[config.mk]
export PLATFORM = sky130hd
export DESIGN_NAME = pipeline_ctrl
export DESIGN_NICKNAME = d
export VERILOG_FILES = /design/src/rtl/pipeline_ctrl_pkg.sv /design/src/rtl/pipeline_ctrl_perf_counter.sv /design/src/rtl/pipeline_ctrl.sv
export SDC_FILE = /design/constraint.sdc
export NUM_CORES = 1
export LEC_CHECK = 0
export CAP_MARGIN = 20
export CORE_UTILIZATION = 30
export DETAILED_ROUTE_END_ITERATION = 8
export PLACE_DENSITY_LB_ADDON = 0.12
export SLEW_MARGIN = 20
export SYNTH_ARGS = -nofsm -noshare
export SYNTH_HDL_FRONTEND = slang
export SYNTH_HIERARCHICAL = 1
export SYNTH_SLANG_ARGS = --single-unit
[constraint.sdc]
create_clock -name clk -period 2.5 [get_ports clk]
set_input_delay 0.375 -clock clk [delete_from_list [all_inputs] [get_ports clk]]
set_output_delay 0.375 -clock clk [all_outputs]
set_load 0.02 [all_outputs]
[src/rtl/pipeline_ctrl_pkg.sv]
// Shared pipeline definitions: controller FSM states, NOP encoding, drain default.
// Latency: n/a (types and constants only).
// Backpressure: n/a.
package pipeline_ctrl_pkg;

   // Controller operating modes
   typedef enum logic [1:0] {
      ST_RUN      = 2'd0,
      ST_MEM_WAIT = 2'd1,
      ST_DRAIN    = 2'd2,
      ST_HALTED   = 2'd3
   } state_e;

   // addi x0,x0,0 -- what the stage registers load when flushed
   localparam logic [31:0] NOP_INSTR = 32'h0000_0013;

   // Bubble cycles needed to empty IF..WB once fetch has stopped
   localparam int DRAIN_CYCLES_DEF = 4;

endpackage

[src/rtl/pipeline_ctrl_perf_counter.sv]
// Free-running event counter with increment enable, wraps modulo 2^CNT_W.
// Latency: count visible one cycle after the enabled edge.
// Backpressure: none; counts every enabled cycle.
module perf_counter #(
   parameter int CNT_W = 32
) (
   input  logic             clk,
   input  logic             rst_n,
   input  logic             inc,
   output logic [CNT_W-1:0] cnt
);

   logic [CNT_W-1:0] cnt_q;
   logic [CNT_W-1:0] cnt_d;

   // Next count: natural binary wrap on overflow
   always_comb begin
      cnt_d = cnt_q;
      if (inc) begin
         cnt_d = cnt_q + CNT_W'(1);
      end
   end

   // Count register
   always_ff @(posedge clk or negedge rst_n) begin
      if (!rst_n) begin
         cnt_q <= '0;
      end else begin
         cnt_q <= cnt_d;
      end
   end

   assign cnt = cnt_q;

endmodule

[src/rtl/pipeline_ctrl.sv]
// Stall/flush controller for the 5-stage pipeline: stage enables, bubbles, PC redirect, halt drain.
// Latency: enables/flushes/pc_sel are combinational (same edge); state and counters registered.
// Backpressure: a data-memory wait freezes every stage until mem_ready.
module pipeline_ctrl
   import pipeline_ctrl_pkg::*;
#(
   parameter int DRAIN_CYCLES = DRAIN_CYCLES_DEF,
   parameter int CNT_W        = 32
) (
   input  logic             clk,
   input  logic             rst_n,
   input  logic             suspend,
   input  logic             ex_redirect,
   input  logic [31:0]      ex_target,
   input  logic             mem_req,
   input  logic             mem_ready,
   input  logic             halt_req,
   input  logic             resume,
   output logic             pc_en,
   output logic             if_id_en,
   output logic             id_ex_en,
   output logic             ex_mem_en,
   output logic             mem_wb_en,
   output logic             if_id_flush,
   output logic             id_ex_flush,
   output logic             pc_sel,
   output logic [31:0]      redirect_pc,
   output logic             halted,
   output logic [CNT_W-1:0] stall_cnt,
   output logic [CNT_W-1:0] flush_cnt
);

   localparam int DW = (DRAIN_CYCLES > 1) ? $clog2(DRAIN_CYCLES) : 1;
   localparam logic [DW-1:0] DRAIN_LOAD = DW'(DRAIN_CYCLES - 1);

   state_e        state_q, state_d;
   logic [DW-1:0] drain_q, drain_d;

   logic mem_wait;
   logic do_step;
   logic pc_en_c, if_id_en_c, id_ex_en_c, ex_mem_en_c, mem_wb_en_c;
   logic if_id_flush_c, id_ex_flush_c, pc_sel_c, halted_c;
   logic stall_inc, flush_inc;

   assign mem_wait = mem_req && !mem_ready;

   // Next state, drain count and stage controls from current mode and hazards
   always_comb begin
      state_d       = state_q;
      drain_d       = drain_q;
      do_step       = 1'b0;
      pc_en_c       = 1'b0;
      if_id_en_c    = 1'b0;
      id_ex_en_c    = 1'b0;
      ex_mem_en_c   = 1'b0;
      mem_wb_en_c   = 1'b0;
      if_id_flush_c = 1'b0;
      id_ex_flush_c = 1'b0;
      pc_sel_c      = 1'b0;
      halted_c      = 1'b0;

      case (state_q)
         ST_RUN: begin
            if (mem_wait) begin
               state_d = ST_MEM_WAIT;
            end else begin
               do_step = 1'b1;
               if (halt_req) begin
                  state_d = ST_DRAIN;
                  drain_d = DRAIN_LOAD;
               end
            end
         end
         ST_MEM_WAIT: begin
            // EX is frozen while waiting, so a pending redirect is still presented on release
            if (mem_ready) begin
               do_step = 1'b1;
               if (halt_req) begin
                  state_d = ST_DRAIN;
                  drain_d = DRAIN_LOAD;
               end else begin
                  state_d = ST_RUN;
               end
            end
         end
         ST_DRAIN: begin
            // Fetch stopped; bubbles enter IF/ID while the older instructions retire
            if (!mem_wait) begin
               if_id_en_c    = 1'b1;
               id_ex_en_c    = 1'b1;
               ex_mem_en_c   = 1'b1;
               mem_wb_en_c   = 1'b1;
               if_id_flush_c = 1'b1;
               if (drain_q == '0) begin
                  state_d = ST_HALTED;
               end else begin
                  drain_d = drain_q - DW'(1);
               end
            end
         end
         ST_HALTED: begin
            halted_c = 1'b1;
            if (resume) begin
               state_d = ST_RUN;
            end
         end
         default: begin
            state_d = ST_RUN;
         end
      endcase

      // Normal pipeline step: redirect squashes the wrong-path ID instruction, so it beats load-use
      if (do_step) begin
         if (ex_redirect) begin
            pc_sel_c      = 1'b1;
            pc_en_c       = 1'b1;
            if_id_en_c    = 1'b1;
            id_ex_en_c    = 1'b1;
            ex_mem_en_c   = 1'b1;
            mem_wb_en_c   = 1'b1;
            if_id_flush_c = 1'b1;
            id_ex_flush_c = 1'b1;
         end else if (suspend) begin
            id_ex_en_c    = 1'b1;
            ex_mem_en_c   = 1'b1;
            mem_wb_en_c   = 1'b1;
            id_ex_flush_c = 1'b1;
         end else begin
            pc_en_c       = 1'b1;
            if_id_en_c    = 1'b1;
            id_ex_en_c    = 1'b1;
            ex_mem_en_c   = 1'b1;
            mem_wb_en_c   = 1'b1;
         end
      end

      stall_inc = ((state_q == ST_RUN) || (state_q == ST_MEM_WAIT)) && !pc_en_c;
      flush_inc = do_step && ex_redirect;
   end

   // Mode and drain-count registers
   always_ff @(posedge clk or negedge rst_n) begin
      if (!rst_n) begin
         state_q <= ST_RUN;
         drain_q <= '0;
      end else begin
         state_q <= state_d;
         drain_q <= drain_d;
      end
   end

   // Everything held quiet while in reset
   assign pc_en       = rst_n & pc_en_c;
   assign if_id_en    = rst_n & if_id_en_c;
   assign id_ex_en    = rst_n & id_ex_en_c;
   assign ex_mem_en   = rst_n & ex_mem_en_c;
   assign mem_wb_en   = rst_n & mem_wb_en_c;
   assign if_id_flush = rst_n & if_id_flush_c;
   assign id_ex_flush = rst_n & id_ex_flush_c;
   assign pc_sel      = rst_n & pc_sel_c;
   assign halted      = rst_n & halted_c;
   assign redirect_pc = ex_target;

   perf_counter #(.CNT_W(CNT_W)) u_stall_cnt (
      .clk   (clk),
      .rst_n (rst_n),
      .inc   (stall_inc),
      .cnt   (stall_cnt)
   );

   perf_counter #(.CNT_W(CNT_W)) u_flush_cnt (
      .clk   (clk),
      .rst_n (rst_n),
      .inc   (flush_inc),
      .cnt   (flush_cnt)
   );

endmodule

==> flow_results.org, run 1 <==
** Setup path
- Endpoint of the worst-slack reg-to-reg timing path :: u_flush_cnt/cnt[23]$_DFFE_PN0P_
- Across all register-to-register paths, the minimum setup slack is 340 ps.
- Crit Reg-Reg Startpoint :: state_q[1]$_DFFE_PN0P_
- Worst-case reg-to-reg path depth :: 6
- Cell chain of the critical path :: dlygate4sd3_1, buf_2, nand2_2, nor3_2, clkdlybuf4s50_1
- CP endpoint kind :: output pin
- Arrival time reported for the critical path endpoint :: 2060 ps
- Worst endpoint required time :: 2120 ps
- Crit-path max FO :: 8
- The worst setup path is launched from a primary input.
- The worst setup path is of the primary input to output pin kind.
- Slowest cell delay on critical path :: 620 ps
- Slowest-stage cell, CP :: clkdlybuf4s50_1

** Synthesis
- Yosys top cell area share :: 48.01%
- Of all flip-flops after synthesis, the portion carrying an async set or reset was 100.0%.
- Synthesis inferred 68 register bits.
- Most frequently used flop master after synthesis :: dfrtp_1
- Synth top area cells :: dfrtp_1 (48%), xnor2_1 (9.4%), buf_4 (7.2%), xor2_1 (5.9%), nand4_1 (3.5%)
- Counting flops with a built-in enable in the synthesized netlist gives 0.
- Leading area contributor after synthesis :: dfrtp_1
- Synthesized net count :: 367
- Count of warnings emitted by yosys :: 6
- Synthesized area :: 0.003545 mm²
- Counting distinct cell types in the post-synthesis netlist gives 38.
- For this run, the register share of the synthesized area comes to 48.01%.
- Cells after synthesis :: 324
- Syn avg cell area :: 10.94 µm²

** Floorplan
- Total I/O pin count :: 145
- The die is 110.7 µm tall.
- The total area inside the core boundary comes to 0.01147 mm².
- The initial utilization of the core area, before any placement, comes to 30.91%.
- Die outline area :: 0.01225 mm²
- The floorplan step set the die width to 110.7 µm.
- Row generation in the floorplan step produced 39 rows.

** STA
- Post-layout min period :: 2440 ps
- The number of endpoints with negative hold slack in the final report came to 0.
- The number of max-slew violations in the final report came to 0.
- Highest clock frequency the design can meet :: 409.9 MHz
- Across the routed clock network, the largest skew measured is 4.432 ps.
- Setup repair after global routing left no endpoint under its margin.
- Measured against its own limit, the worst slew margin works out to 44.57%.
- Final setup violation count :: 0
- Of the available clock period, the critical path in the final layout requires 97.59%.
- For the pin with the worst max-slew slack, the measured transition is 831.4 ps.

** Placed design
- PortBufs :: 80
- Routability-driven placement congestion ratio :: 0.7439
- Post-DP HPWL :: 5818 µm
- Summing all placed instances gives a cell area of 0.004398 mm².

** Clock network
- Maximum count of clock buffers along a single path :: 2
- # clock sinks :: 68
- TritonCTS built the clock tree.
- The tree is rooted in a clkbuf_16.
- Clock latency on the worst-skew pair :: 320 ps
- Clock-pin slew was measured on the worst setup and hold paths at 50 ps.
- CTS H-Tree Depth :: 3
- Counting the buffers created by CTS gives 9.

** Power and ir drop
- IR Drop Worst-Case VDD :: 0.0003846 V
- Power spread over the standard cell area amounts to 748.5 mW/mm².
- Summed over all cells, the static leakage comes to 2.096 nW.
- The design draws 0.003534 W.

** Routing
- DRC violation count after routing :: 0
- Via count :: 2587
- Initial drt markers :: 81
- The final layout contains routed wiring with a total length of 7878 µm.
- The count of nets left with antenna violations once routing finished came out at 0.
- Wirelength per Cell :: 14.35 µm
- In the routed layout, each cell is associated on average with a via count of 4.712.
- For this run, the detailed router's first-pass iteration total came to 4.

** GRT
- The via count of the first global-routing pass was 2652.
- Overall Global Routing Usage :: 13.60%
- The number of antenna violations at the first check in global routing is 0.
- Remaining Overflow, GRT :: 0
- The first global-routing pass estimated 13300 µm of wire.
- Entering global routing, the biggest net connects 66 pins.

** Run
- Max-cap violations :: 0

** Status
- The flow ran to the end, and the final reports show no timing, DRC or antenna violations.

** Cells and area
- Share of layout cells above drive strength 1 :: 13.83%
- Counting the fill cells in the layout gives 1125.
- Final Cell Area :: 0.004722 mm²
- Area grow syn2layout :: 33.22%
- For this run, the post-layout net count is 443.

** Hold path
- The worst hold path belongs to the class primary input to asynchronous set/reset pin.
==> cell usage after synthesis, drive strengths merged, types with 4 or more instances <==
master	number
dfrtp	68
xnor2	38
buf	36
xor2	24
nand2	22
nand4	22
nand3	18
nor3	12
nor4	12
nor2	10
and3	9
and4	8
inv	8
nor3b	5
a21oi	4
and2	4
nand2b	4
==> layer usage <==
layer	track usage [%]	vias up	part of all wire, %
met5	0	-	0
met4	6.311	0	2.2
met3	3.991	24	5.4
met2	19.88	70	44
met1	18.45	1233	49
li1	-	1260	-
==> sequential cells by signal (all words and copies together) (netlist names) <==
register and count:
drain_q 2, state_q 2, u_flush_cnt/cnt 32, u_stall_cnt/cnt 32
==> cells in the final DEF (no fill, tap or decap), types with 2 or more instances in the layout <==
cell type,instances
clkdlybuf4s50_1,76
dfrtp_1,68
xnor2_1,38
xor2_1,24
nand2_1,21
buf_4,20
nand4_1,20
nand3_1,18
nor2_1,10
nor3_1,10
and3_1,9
clkbuf_16,9
inv_1,8
nor4_1,8
and4_1,6
nand2b_1,4
a21oi_1,4
nor4_2,4
and2_1,4
nor2b_1,3
nor3b_2,3
ha_1,3
dlymetal6s2s_1,3
a22oi_1,2
o21ai_1,2
clkinv_2,2
clkbuf_8,2
nand4_4,2
or4_4,2
and4_2,2
nor3b_1,2
mux2_2,2
==> area by class of cell <==
cell class	instances	area (µm²)	area share (%)
Sequential cell	68	1702	36.04
Tap cell	143	178.9	3.789
Clock inverter	4	47.55	1.007
Timing Repair Buffer	101	963.4	20.40
Clock buffer	12	256.5	5.432
Inverter	8	30.03	0.6359
Antenna cell	1	2.502	0.05299
Multi-Input combinational cell	212	1541	32.64
==> timing repair <==
item / in CTS / in global routing
setup endpoints to repair: 0 / 3
setup buffers: 0 / 0
hold endpoints to repair: 3 / 0
hold buffers: 1 / 0
gates resized for setup: 0 / 3
==> per-stage QoR <==
step | instances | setup WS, ps | utilization, % | setup TNS [ps] | hold WS (ps)
global placement | 531 | -106.4 | 38.35 | -1038 | 235.6
CTS | 548 | 7.404 | 41.09 | 0 | 426.6
detailed placement | 531 | -127.7 | 38.35 | -1158 | 231.2
floorplan | 324 | 222.1 | - | 0 | 79.41
finish | 549 | 60.18 | 41.18 | 0 | 435.8
global route | 548 | 9.428 | 41.16 | 0 | 437.0
==> worst max path at each step <==
stage	slack [ps]	endpoint	startpoint
finish	60	id_ex_flush	rst_n
global route	9	id_ex_flush	rst_n
CTS	7	pc_sel	rst_n
detailed placement	-130	u_flush_cnt/cnt[23]$_DFFE_PN0P_	mem_req
global placement	-110	u_flush_cnt/cnt[26]$_DFFE_PN0P_	mem_req
floorplan	220	u_flush_cnt/cnt[23]$_DFFE_PN0P_	state_q[1]$_DFFE_PN0P_
==> kinds of logic after synthesis <==
logic type,count (synthesis),share of synthesized area (%)
AO/OA/AOI/OAI,13,2.789
buffers and inverters,44,8.507
AND/OR/NAND/NOR,131,23.40
adder cells (fa/ha/maj),3,1.059
multiplexers,3,0.9177
XOR/XNOR,62,15.32
flip-flops,68,48.01
==> worst max-delay path: cells and delay by family <==
family | cells | cell delay, ps
buffers and inverters | 3 | 1370
AND/OR/NAND/NOR | 2 | 310
==> power breakdown <==
part / internal [W] / switching (W) / leakage, nW
Clock: 0.000822 / 0.000447 / 0.149
Sequential: 0.00122 / 0.000188 / 0.904
Combinational: 0.000415 / 0.000442 / 1.04
Total: 0.00246 / 0.00108 / 2.10
Power figures use the tool's default switching activity.
==> run 2: changes to the inputs <==
--- a/config.mk
+++ b/config.mk
@@ -9,6 +9,7 @@
 export CORE_UTILIZATION = 30
 export DETAILED_ROUTE_END_ITERATION = 8
 export PLACE_DENSITY_LB_ADDON = 0.12
+export REMOVE_ABC_BUFFERS = 1
 export SLEW_MARGIN = 20
 export SYNTH_ARGS = -nofsm -noshare
 export SYNTH_HDL_FRONTEND = slang
==> flow_results.org, run 2 (synthesis results as in run 1) <==
** Placed design
- Placement Setup Slack :: -155.4 ps (was -127.7 ps)
- The number of buffer cells added on primary ports was 80 (unchanged).
- Post-DP HPWL :: 6557 µm (was 5818 µm)
- Routability-driven placement congestion ratio :: 0.7559 (was 0.7439)

** Setup path
- The data required time at the worst endpoint was 2120 ps (about the same).
- The startpoint class of the critical path was a primary input (unchanged).
- The endpoint arrival time on the critical path is 2000 ps (was 2060 ps).
- The maximum fanout along the worst path came to 7 (was 8).
- The kind of capture point of the worst setup path is an output pin (unchanged).
- The critical path start-end classification is primary input to output pin (unchanged).

** STA
- The relative max-transition margin is 44.01% (was 44.57%).
- Final TNS setup :: 0 ps (unchanged)
- Post-layout min period :: 2379 ps (was 2440 ps)
- Max Transition Viols Final :: 0 (unchanged)
- Unrepaired setup endpoints after global routing :: false (unchanged)
- Min setup slack post-route :: 120.8 ps (was 60.18 ps)
- Final period util :: 95.17% (was 97.59%)
- The achievable frequency is 420.3 MHz (was 409.9 MHz).
- Final setup violation count :: 0 (unchanged)
- Slew @ Worst Pin :: 839.9 ps (was 831.4 ps)
- Final hold violation count :: 0 (unchanged)
- Worst clock skew :: 7.586 ps (was 4.432 ps)

** Power and ir drop
- The internal power component is 0.002712 W (was 0.002458 W).
- Switching power :: 0.001107 W (was 0.001077 W)
- Share of total power consumed by net switching :: 28.99% (was 30.46%)
- The static leakage was 2.153 nW (was 2.096 nW).
- The maximum ir drop on the vdd rail is 0.0003991 V (was 0.0003846 V).
- The clock share of power was 40.9% (was 35.9%).
- The share of total power in sequential cells is 36.7% (was 39.8%).
- The logic gate share of total power was 22.4% (was 24.2%).
- Power per Cell Area :: 797.2 mW/mm² (was 748.5 mW/mm²)

** Routing
- The detail-routed net length per standard cell was 16.33 µm (was 14.35 µm).
- The via density per instance came to 4.880 (was 4.712).
- DRC violation count after routing :: 0 (unchanged)
- Post-DRT Antenna Nets :: 0 (unchanged)
- Initial drt markers :: 90 (was 81)
- Initial DRT Pass Iterations :: 5 (was 4)
- The detailed-route via count was 2674 (was 2587).
- Aggregate routed wire length :: 8949 µm (was 7878 µm)

** Floorplan
- The number of top-level pins is 145 (unchanged).
- Initial standard-cell utilization of the core :: 30.91% (unchanged)
- The number of cell rows is 39 (unchanged).
- The height of the die was 110.7 µm (unchanged).
- Chip width :: 110.7 µm (unchanged)
- Core ar. :: 0.01147 mm² (unchanged)
- The full die area is 0.01225 mm² (unchanged).

** GRT
- The number of antenna violations at the first check in global routing is 0 (unchanged).
- The total global routing track utilization was 15.33% (was 13.60%).
- Pin count of the biggest net entering global routing :: 66 (unchanged)
- The remaining global-route overflow was 0 (unchanged).
- Global-route wire length before repair :: 14720 µm (was 13300 µm)
- Number of global-route vias before repair :: 2725 (was 2652)

** Clock network
- TritonCTS clock tree :: done (unchanged)
- The number of CTS-inserted buffers was 9 (unchanged).
- # clock sinks :: 68 (unchanged)
- The clock tree buffer depth is 2 (unchanged).
- Clock input transition at the sequential cells of the worst setup and hold paths :: 60 ps (was 50 ps)
- The clock latency reported for the late side of the worst-skew pair is 330 ps (was 320 ps).
- The maximum level of the CTS H-tree was 3 (unchanged).
- Cell chosen for the clock root :: clkbuf_16 (unchanged)
- The number of setup buffers added after CTS came to 0 (unchanged).

** Cells and area
- Area grow syn2layout :: 35.16% (was 33.22%)
- The leading cell type in the layout, fill and taps excluded is clkdlybuf4s50_1 (unchanged).
- Count of nets after finishing :: 443 (unchanged)
- The count of inserted antenna diode cells was 0 (was 1).
- Share of layout cells above drive strength 1 :: 14.07% (was 13.83%)
- Leading cell types in the layout, fill and taps excluded: clkdlybuf4s50_1 (73), dfrtp_1 (68), xnor2_1 (38) (was clkdlybuf4s50_1 (76), dfrtp_1 (68), xnor2_1 (38)).

** Run
- The max-cap violation count came to 0 (unchanged).

** Status
- Run status :: finished clean (unchanged)

** Hold path
- The worst min-delay path class is primary input to asynchronous set/reset pin (unchanged).
[run 2: changes by cell type in the layout (fill, tap and decap cells not counted)]
| cell | before | now |
|---|---|---|
| dlygate4sd2_1 | 0 | 1 |
| clkdlybuf4s50_1 | 76 | 73 |
| nor4_1 | 8 | 7 |
| dlymetal6s2s_1 | 3 | 5 |
| clkinv_4 | 0 | 1 |
| clkbuf_8 | 2 | 0 |
| nor4_2 | 4 | 5 |
| clkinv_2 | 2 | 0 |
| diode_2 | 1 | 0 |
| bufinv_16 | 1 | 4 |
[run 2: worst max-delay path: stages]
cell and delay [ps]:
dlygate4sd3_1 530, buf_2 230, nor2b_1 230, clkdlybuf4s50_1 640
[run 2: final timing paths]
check,start,endpoint,slack (ps),cells past startpoint
worst max-delay path,rst_n,ex_mem_en,120,4
worst min-delay path,rst_n,u_flush_cnt/cnt[1]$_DFFE_PN0P_,440,2
worst max register to register,state_q[0]$_DFFE_PN0P_,u_flush_cnt/cnt[18]$_DFFE_PN0P_,290,8
worst min register to register,drain_q[0]$_DFFE_PN0P_,drain_q[0]$_DFFE_PN0P_,480,1
max in group asynchronous,rst_n,u_flush_cnt/cnt[26]$_DFFE_PN0P_,970,3
min in group clk,drain_q[0]$_DFFE_PN0P_,drain_q[0]$_DFFE_PN0P_,480,1
[run 2: power by group through the flow]
stage | sequential [W] | clock [W] | combinational, W
floorplan | 0.00151 | 0 | 0.000361
global placement | 0.00143 | 0 | 0.000855
detailed placement | 0.00142 | 0 | 0.000864
CTS | 0.00141 | 0.00159 | 0.000869
global route | 0.00143 | 0.00164 | 0.000931
finish | 0.00140 | 0.00156 | 0.000855
[run 2: metal layers]
metal | routed length (µm) | up-vias | global-route usage [%]
met3 | 838 | 9 | 7.381
met5 | 31 | - | 3.750
met1 | 4287 | 1300 | 20.97
met2 | 3705 | 108 | 20.54
li1 | - | 1255 | -
met4 | 85 | 2 | 5.244
[run 2: stage by stage]
| step | instance area (µm²) | instances | hold WS [ps] | total power (W) | utilization, % |
|---|---|---|---|---|---|
| 6_report | 4791 | 548 | 439.2 | 0.003819 | 41.78 |
| 5_1_grt | 4791 | 548 | 469.3 | 0.004007 | 41.78 |
| 4_1_cts | 4772 | 548 | 434.7 | 0.003869 | 41.61 |
| 3_5_place_dp | 4398 | 531 | 228.6 | 0.002285 | 38.35 |
| 3_3_place_gp | 4398 | 531 | 236.7 | 0.002283 | 38.35 |
| 2_1_floorplan | 3273 | 288 | 79.41 | 0.001870 | - |
[run 2: timing repair]
item	4_1_cts	5_1_grt
endpoints found under the setup margin	1	8
resized for setup	1	6
hold endpoints to repair	3	0
hold buffers	1	0
[run 2: layout make-up]
| type | count | area [µm²] |
|---|---|---|
| multi-input combinational | 212 | 1548 |
| tap | 143 | 178.9 |
| timing repair buffer | 101 | 967.2 |
| clock inverter | 6 | 136.4 |
| clock buffer | 10 | 229.0 |
| fill | 1137 | 6676 |
| inverter | 8 | 30.03 |
| sequential | 68 | 1702 |
